## config.mk

```make
export PLATFORM = sky130hd
export DESIGN_NAME = div_timer_arbiter
export DESIGN_NICKNAME = d
export VERILOG_FILES = /design/src/rtl/div_timer_arbiter.sv
export SDC_FILE = /design/constraint.sdc
export NUM_CORES = 1
export LEC_CHECK = 0
export CAP_MARGIN = 20
export CORE_MARGIN = 2
export CORE_UTILIZATION = 46
export DETAILED_ROUTE_END_ITERATION = 10
export PLACE_DENSITY_LB_ADDON = 0.25
export SETUP_SLACK_MARGIN = 0.2
export SYNTH_ARGS = -nofsm -noshare
export SYNTH_HDL_FRONTEND = slang
export SYNTH_SLANG_ARGS = --single-unit
```

## constraint.sdc

```tcl
create_clock -name clk -period 1.95 [get_ports clk]
set_input_delay 0.2925 -clock clk [delete_from_list [all_inputs] [get_ports clk]]
set_output_delay 0.2925 -clock clk [all_outputs]
set_load 0.01 [all_outputs]
```

## src/rtl/div_timer_arbiter.sv

```systemverilog
// Round-robin arbiter granting one shared 0..period counter to NREQ requesters,
// with a one-cycle done pulse to the owner and a toggle per completed interval.
module div_timer_arbiter #(
    parameter int NREQ = 4,
    parameter int W    = 7
) (
    input  logic              clk,
    input  logic              arst,
    input  logic [NREQ-1:0]   req,
    input  logic [NREQ*W-1:0] period,
    output logic [NREQ-1:0]   grant,
    output logic              busy,
    output logic [W-1:0]      q,
    output logic [NREQ-1:0]   done,
    output logic              toggle
);

    localparam int PW = (NREQ > 1) ? $clog2(NREQ) : 1;

    localparam logic [0:0] IDLE  = 1'b0;
    localparam logic [0:0] COUNT = 1'b1;

    logic [0:0]   state;
    logic [PW-1:0] ptr;   // last winner; doubles as the current owner while counting
    logic [W-1:0]  maxv;
    logic [PW-1:0] pick;
    logic          pick_valid;
    logic [W-1:0]  slice [NREQ];

    for (genvar i = 0; i < NREQ; i++) begin : g_slice
        assign slice[i] = period[i*W +: W];
    end

    // Scan from farthest to nearest after ptr so the nearest set request wins.
    always_comb begin
        // NOTE: every variable gets a default before the loop so no latch is inferred.
        pick       = ptr;
        pick_valid = 1'b0;
        for (int k = NREQ; k >= 1; k--) begin
            logic [PW-1:0] idx;
            idx = PW'((int'(ptr) + k) % NREQ);
            if (req[idx]) begin
                pick       = idx;
                pick_valid = 1'b1;
            end
        end
    end

    // NOTE: all state uses non-blocking assignments so every register samples pre-edge values.
    always_ff @(posedge clk) begin
        if (arst) begin
            state  <= IDLE;
            grant  <= '0;
            busy   <= 1'b0;
            q      <= '0;
            done   <= '0;
            toggle <= 1'b0;
            maxv   <= '0;
            ptr    <= PW'(NREQ - 1);
        end else begin
            done <= '0;
            case (state)
                IDLE: begin
                    if (pick_valid) begin
                        grant <= NREQ'(1) << pick;
                        busy  <= 1'b1;
                        q     <= '0;
                        maxv  <= slice[pick];
                        ptr   <= pick;
                        state <= COUNT;
                    end
                end
                COUNT: begin
                    // Abort takes precedence over reaching the terminal count.
                    if (!req[ptr]) begin
                        grant <= '0;
                        busy  <= 1'b0;
                        q     <= '0;
                        state <= IDLE;
                    end else if (q == maxv) begin
                        done   <= grant;
                        toggle <= ~toggle;
                        grant  <= '0;
                        busy   <= 1'b0;
                        q      <= '0;
                        state  <= IDLE;
                    end else begin
                        q <= q + W'(1);
                    end
                end
                default: state <= IDLE;
            endcase
        end
    end

endmodule

```

# After elaboration in Yosys (flattened, before gate mapping)
# Index checks and enable logic that the tools add are counted.
# word_totals
regBits,27
input_bits,34
output_inout_bits,17
word_cells,69
# classes
n_addsub,5
n_lt_le_gt_ge,6
eq_ne,3
shifts,1
mux,37
bitwise_logic,5
n_reduce_logical,4
# ops
operator,n
two-way mux 7 bit,5
less-than comparator 2 x 3 -> 1 bit (second input constant),5
two-way mux 1 bit,15
binary-select mux 7 bit (select 2 bit),1
one-hot mux 7 bit (2 select lines),1
two-way mux 4 bit,3
binary-select mux 1 bit (select 2 bit),5
two-way mux 2 bit,4
one-hot mux 4 bit (2 select lines),1
adder 7 x 1 -> 7 bit (second input constant),1
equality test 7 bit,1
adder 2 x 1 -> 2 bit (second input constant),2
adder 2 bit (second input constant),2
inverter 1 bit,4
one-hot mux 1 bit (2 select lines),2
AND reduction 2 bit,2
OR reduction 4 bit,1
<< shifter 1 x 2 -> 4 bit (first input constant),1
greater-or-equal comparator 3 bit (second input constant),1
!= test 3 x 2 -> 1 bit (second input constant),1
inverter 2 -> 3 bit,1
AND reduction 3 bit,1
!= test 2 bit (second input constant),1

# Longest topological paths before layout
# logic_depth
ltp_word,11
depth_mapped,7
ltp_nobuf,6

# Worst setup path before layout
# OpenSTA, ideal clock, no wires.
# synth_timing
path_type,reg2reg
start,register ptr[0]
end,register grant[0]
setup_ns,0.132
t_arrival_ns,1.573
t_required_ns,1.818
slack_ns,0.245
path_stages_with_launch,7
path_buffers,1
synth_period_minus_slack_ns,1.705
path_cell_list,dfxtp_1 -> mux4_1 -> and2_1 -> o21a_1 -> clkbuf_1 -> o21ai_0 -> a21oi_1
# synth_via
elab_chain_len,10
word_cells_on_any_way,29
cone_classes,4 x add/sub; 2 x eq/ne; 1 x shift; 21 x mux; 1 x reduce/logical
# synth_lines
element,line,source
start: declaration,24,logic [PW-1:0] ptr;
start signal: assignment,59,ptr <= PW'(NREQ - 1);
start signal: assignment,69,ptr <= pick;
adder 2 x 1 -> 2 bit,41,idx = PW'((int'(ptr) + k) % NREQ);
binary-select mux 1 bit (select 2 bit),42,if (req[idx]) begin
two-way mux 1 bit (not written as such),42,
two-way mux 2 bit (4 in a row),42,
<< shifter 1 x 2 -> 4 bit,65,grant <= NREQ'(1) << pick;
two-way mux 4 bit,64,if (pick_valid) begin
one-hot mux 4 bit (2 select lines),62,case (state)
end signal: assignment,65,
end: declaration,11,"output logic [NREQ-1:0] grant,"
# Parallel ways exist; a longest one is shown, timed or not. The select of a mux whose other input is x is not followed.
# A chain may end at the register's enable or synchronous reset.

# Worst setup path in the final report
# layout_timing
start,input req[0]
end,register maxv[4]
# layout_via
elab_chain_len,10
word_cells_on_any_way,21
cone_classes,19 x mux; 1 x bitwise; 1 x reduce/logical
# layout_lines
element,line,source
start: declaration,9,"input logic [NREQ-1:0] req,"
binary-select mux 1 bit (select 2 bit),42,
two-way mux 1 bit (not written as such),42,
two-way mux 2 bit (4 in a row),42,
inverter 2 -> 3 bit (not written as such),68,maxv <= slice[pick];
binary-select mux 7 bit (select 2 bit),68,
two-way mux 7 bit (not written as such) (2 in a row),68,
end signal: assignment,68,
end: declaration,25,logic [W-1:0] maxv;
# Parallel ways exist; a longest one is shown, timed or not. The select of a mux whose other input is x is not followed.

==> metrics.txt <==
Pwr Total 1390 µW; Crit Path Max Fanout 7; routed wire length per instance 13.8 µm; Clk Latency, worst-skew pair 340 ps; PD cells 635 nW/µm²; total wire length 3710 µm; RSZ-0062 raised after global routing yes; port buffer count 50; CP Class primary input to flop; setup TNS 0 ps; NumNets Final 259; Final ANT Viol Nets 0; status finished, final reports clean; Leak 0.000837 µW; slew margin rel. 0.704; clock buffer depth 2; largest net degree at the start of global routing 20; Total Routing Usage GR 0.197; die height 62.3 µm; Final period util 0.894; Layout area overhead 39.5%; Fin Clk Skew 9.80 ps; register area share after synthesis 0.345; count of final hold-check violations 0; Unique masters post-synth 43; Ports 51; Slew @ Worst Pin 433 ps; crit path DAT 1960 ps; H-tree depth 1; gpl congestion 0.775; die width 62.3 µm; CTS Root Cell clkbuf_4; Die Footprint 3890 µm²; register bit count reported by yosys 27; # rows 21; 1st-pass router iterations 4; Max Clk Rate 573 MHz; Worst Path Required 2170 ps; n_diodes 0; vias per cell 5.43; Critical Path End Type flop; YS warnings 0; Peak VDD IR 329 µV; Detailed Place HPWL 2870 µm; max cap viols 0; Period minus WS final 1740 ps; largest cells by area after synthesis dfxtp_1 35%, mux2i_1 7.7%, xnor2_1 4.5%, nand3b_1 4.3%, nor3b_1 3.4%; cell taking the most area after synthesis dfxtp_1; Setup-failing EPs final 0; Fill cells 299; CTS sink count 27; CTS Buf Count 3; synthesized netlist cell count 167; # DRC 0; CTS hold repair buffers 0; vias in the first global route 1480; Avg Cell Area, Syn 9.37 µm²; clk slew on worst S/H paths 160 ps; Vias 1460; final max-slew violation count 0; antenna violations before repair 0; core area 3310 µm²; Post-Syn Nets 202; Synth Cell Area 1570 µm²; Initial DRC Count 44; HP Class flop to flop; crit start category primary input; top-area cell type share of the netlist area 0.345; fraction of layout cells with a size suffix above 1 0.161; first-pass GRT wire length 6290 µm; CTS tree yes; Initial Util 0.473; global route overflow 0
## cells in the final DEF, fill, tap and decap left out, drive strengths merged, types with 3 or more instances in the layout
cell type,instances
clkdlybuf4s50,49
dfxtp,27
buf,14
mux2i,12
o21ai,10
nor2,10
nand3b,9
nand2,9
xnor2,8
nor3b,7
a21oi,7
nor3,6
and2,5
o21bai,4
a311oi,4
nand3,4
o31a,3
a2111oi,3
o221ai,3
clkbuf,3
and3b,3
## power by group
group	switching (µW)	internal (µW)
Combinational	213	265
Clock	181	78.7
Sequential	44.1	604
## synth_stat cells (all sizes together)
cell type / n
a2111oi: 3
o221ai: 3
ha: 1
clkbuf: 7
xnor2: 8
mux2: 1
and2: 5
and3: 2
or2b: 2
nor3b: 7
nor2: 10
nor3: 6
or2: 2
mux2i: 12
or3: 1
nand2b: 2
dfxtp: 27
a21o: 1
clkdlybuf4s50: 1
nand2: 9
nand4: 1
a22oi: 1
nand3b: 9
nor2b: 2
a31oi: 1
o21ai: 10
mux4: 1
o21a: 1
a21oi: 7
o31a: 3
nor4: 1
a211o: 1
and3b: 3
a311oi: 4
o21bai: 4
buf: 4
nand3: 4
## worst max-delay path, stage by stage
cell	delay, ps
clkdlybuf4s50_1	530
or2b_1	160
a21oi_4	90
nor3_4	330
buf_6	190
mux2i_2	230
a311oi_1	130
## final cells by class
class                           instances  area, µm²  area share
Clock buffer                            3       22.5      0.0103
Tap cell                               46       57.6      0.0264
Timing Repair Buffer                   64        608       0.279
Multi-Input combinational cell        128        937       0.429
Sequential cell                        27        551       0.252
Clock inverter                          1       7.51     0.00344
## worst paths after layout
| path | end | cells after the start | start | slack [ps] |
|---|---|---|---|---|
| max reg2reg | q[6]$_SDFFE_PP0P_ | 6 | ptr[0]$_SDFFE_PP1P_ | 210 |
| min | done[3]$_SDFF_PP0_ | 1 | grant[3]$_SDFFE_PP0P_ | 490 |
| max | maxv[4]$_SDFFE_PP0P_ | 7 | req[0] | 210 |
| min reg2reg | done[3]$_SDFF_PP0_ | 1 | grant[3]$_SDFFE_PP0P_ | 490 |
## metrics by stage
stage / hold WS, ps / utilization / std cells / area (µm²) / setup WS (ps)
6_report: 492 / 0.659 / 269 / 2180 / 206
2_1_floorplan: 486 / - / 167 / 1570 / 245
3_3_place_gp: 467 / 0.641 / 264 / 2120 / -186
3_5_place_dp: 466 / 0.641 / 264 / 2120 / -230
4_1_cts: 497 / 0.652 / 268 / 2160 / 181
5_1_grt: 508 / 0.659 / 269 / 2180 / 128
## kinds of logic (layout without fill, tap and decap cells)
group	after synthesis	in the layout	synth area share
xor gates and xnor gates	8	8	0.0448
and+or+nand+nor	66	66	0.253
adders and majority gates	1	1	0.00799
muxes	14	14	0.101
DFF	27	27	0.345
AOI/OAI and AO/OA	39	39	0.185
buffers and inverters	12	68	0.0639
## state kept, by name, indices dropped and copies added (netlist names)
name / cells
maxv: 7
q: 7
done: 4
grant: 4
ptr: 2
busy: 1
state: 1
toggle: 1
## routing by layer
| layer | up-vias | part of all wire | track usage |
|---|---|---|---|
| li1 | 730 | - | - |
| met1 | 695 | 0.43 | 0.223 |
| met2 | 30 | 0.53 | 0.378 |
| met3 | 5 | 0.037 | 0.0362 |
| met4 | 0 | 0.0092 | 0.0528 |
| met5 | - | 0 | 0 |
## repair_timing
action	CTS	global route
hold endpoints to repair	0	0
buffers inserted	0	1
pin swaps	3	1
gates resized for setup	5	8
setup endpoints to repair	22	20
No activity file was read; power rests on OpenSTA's default activity.
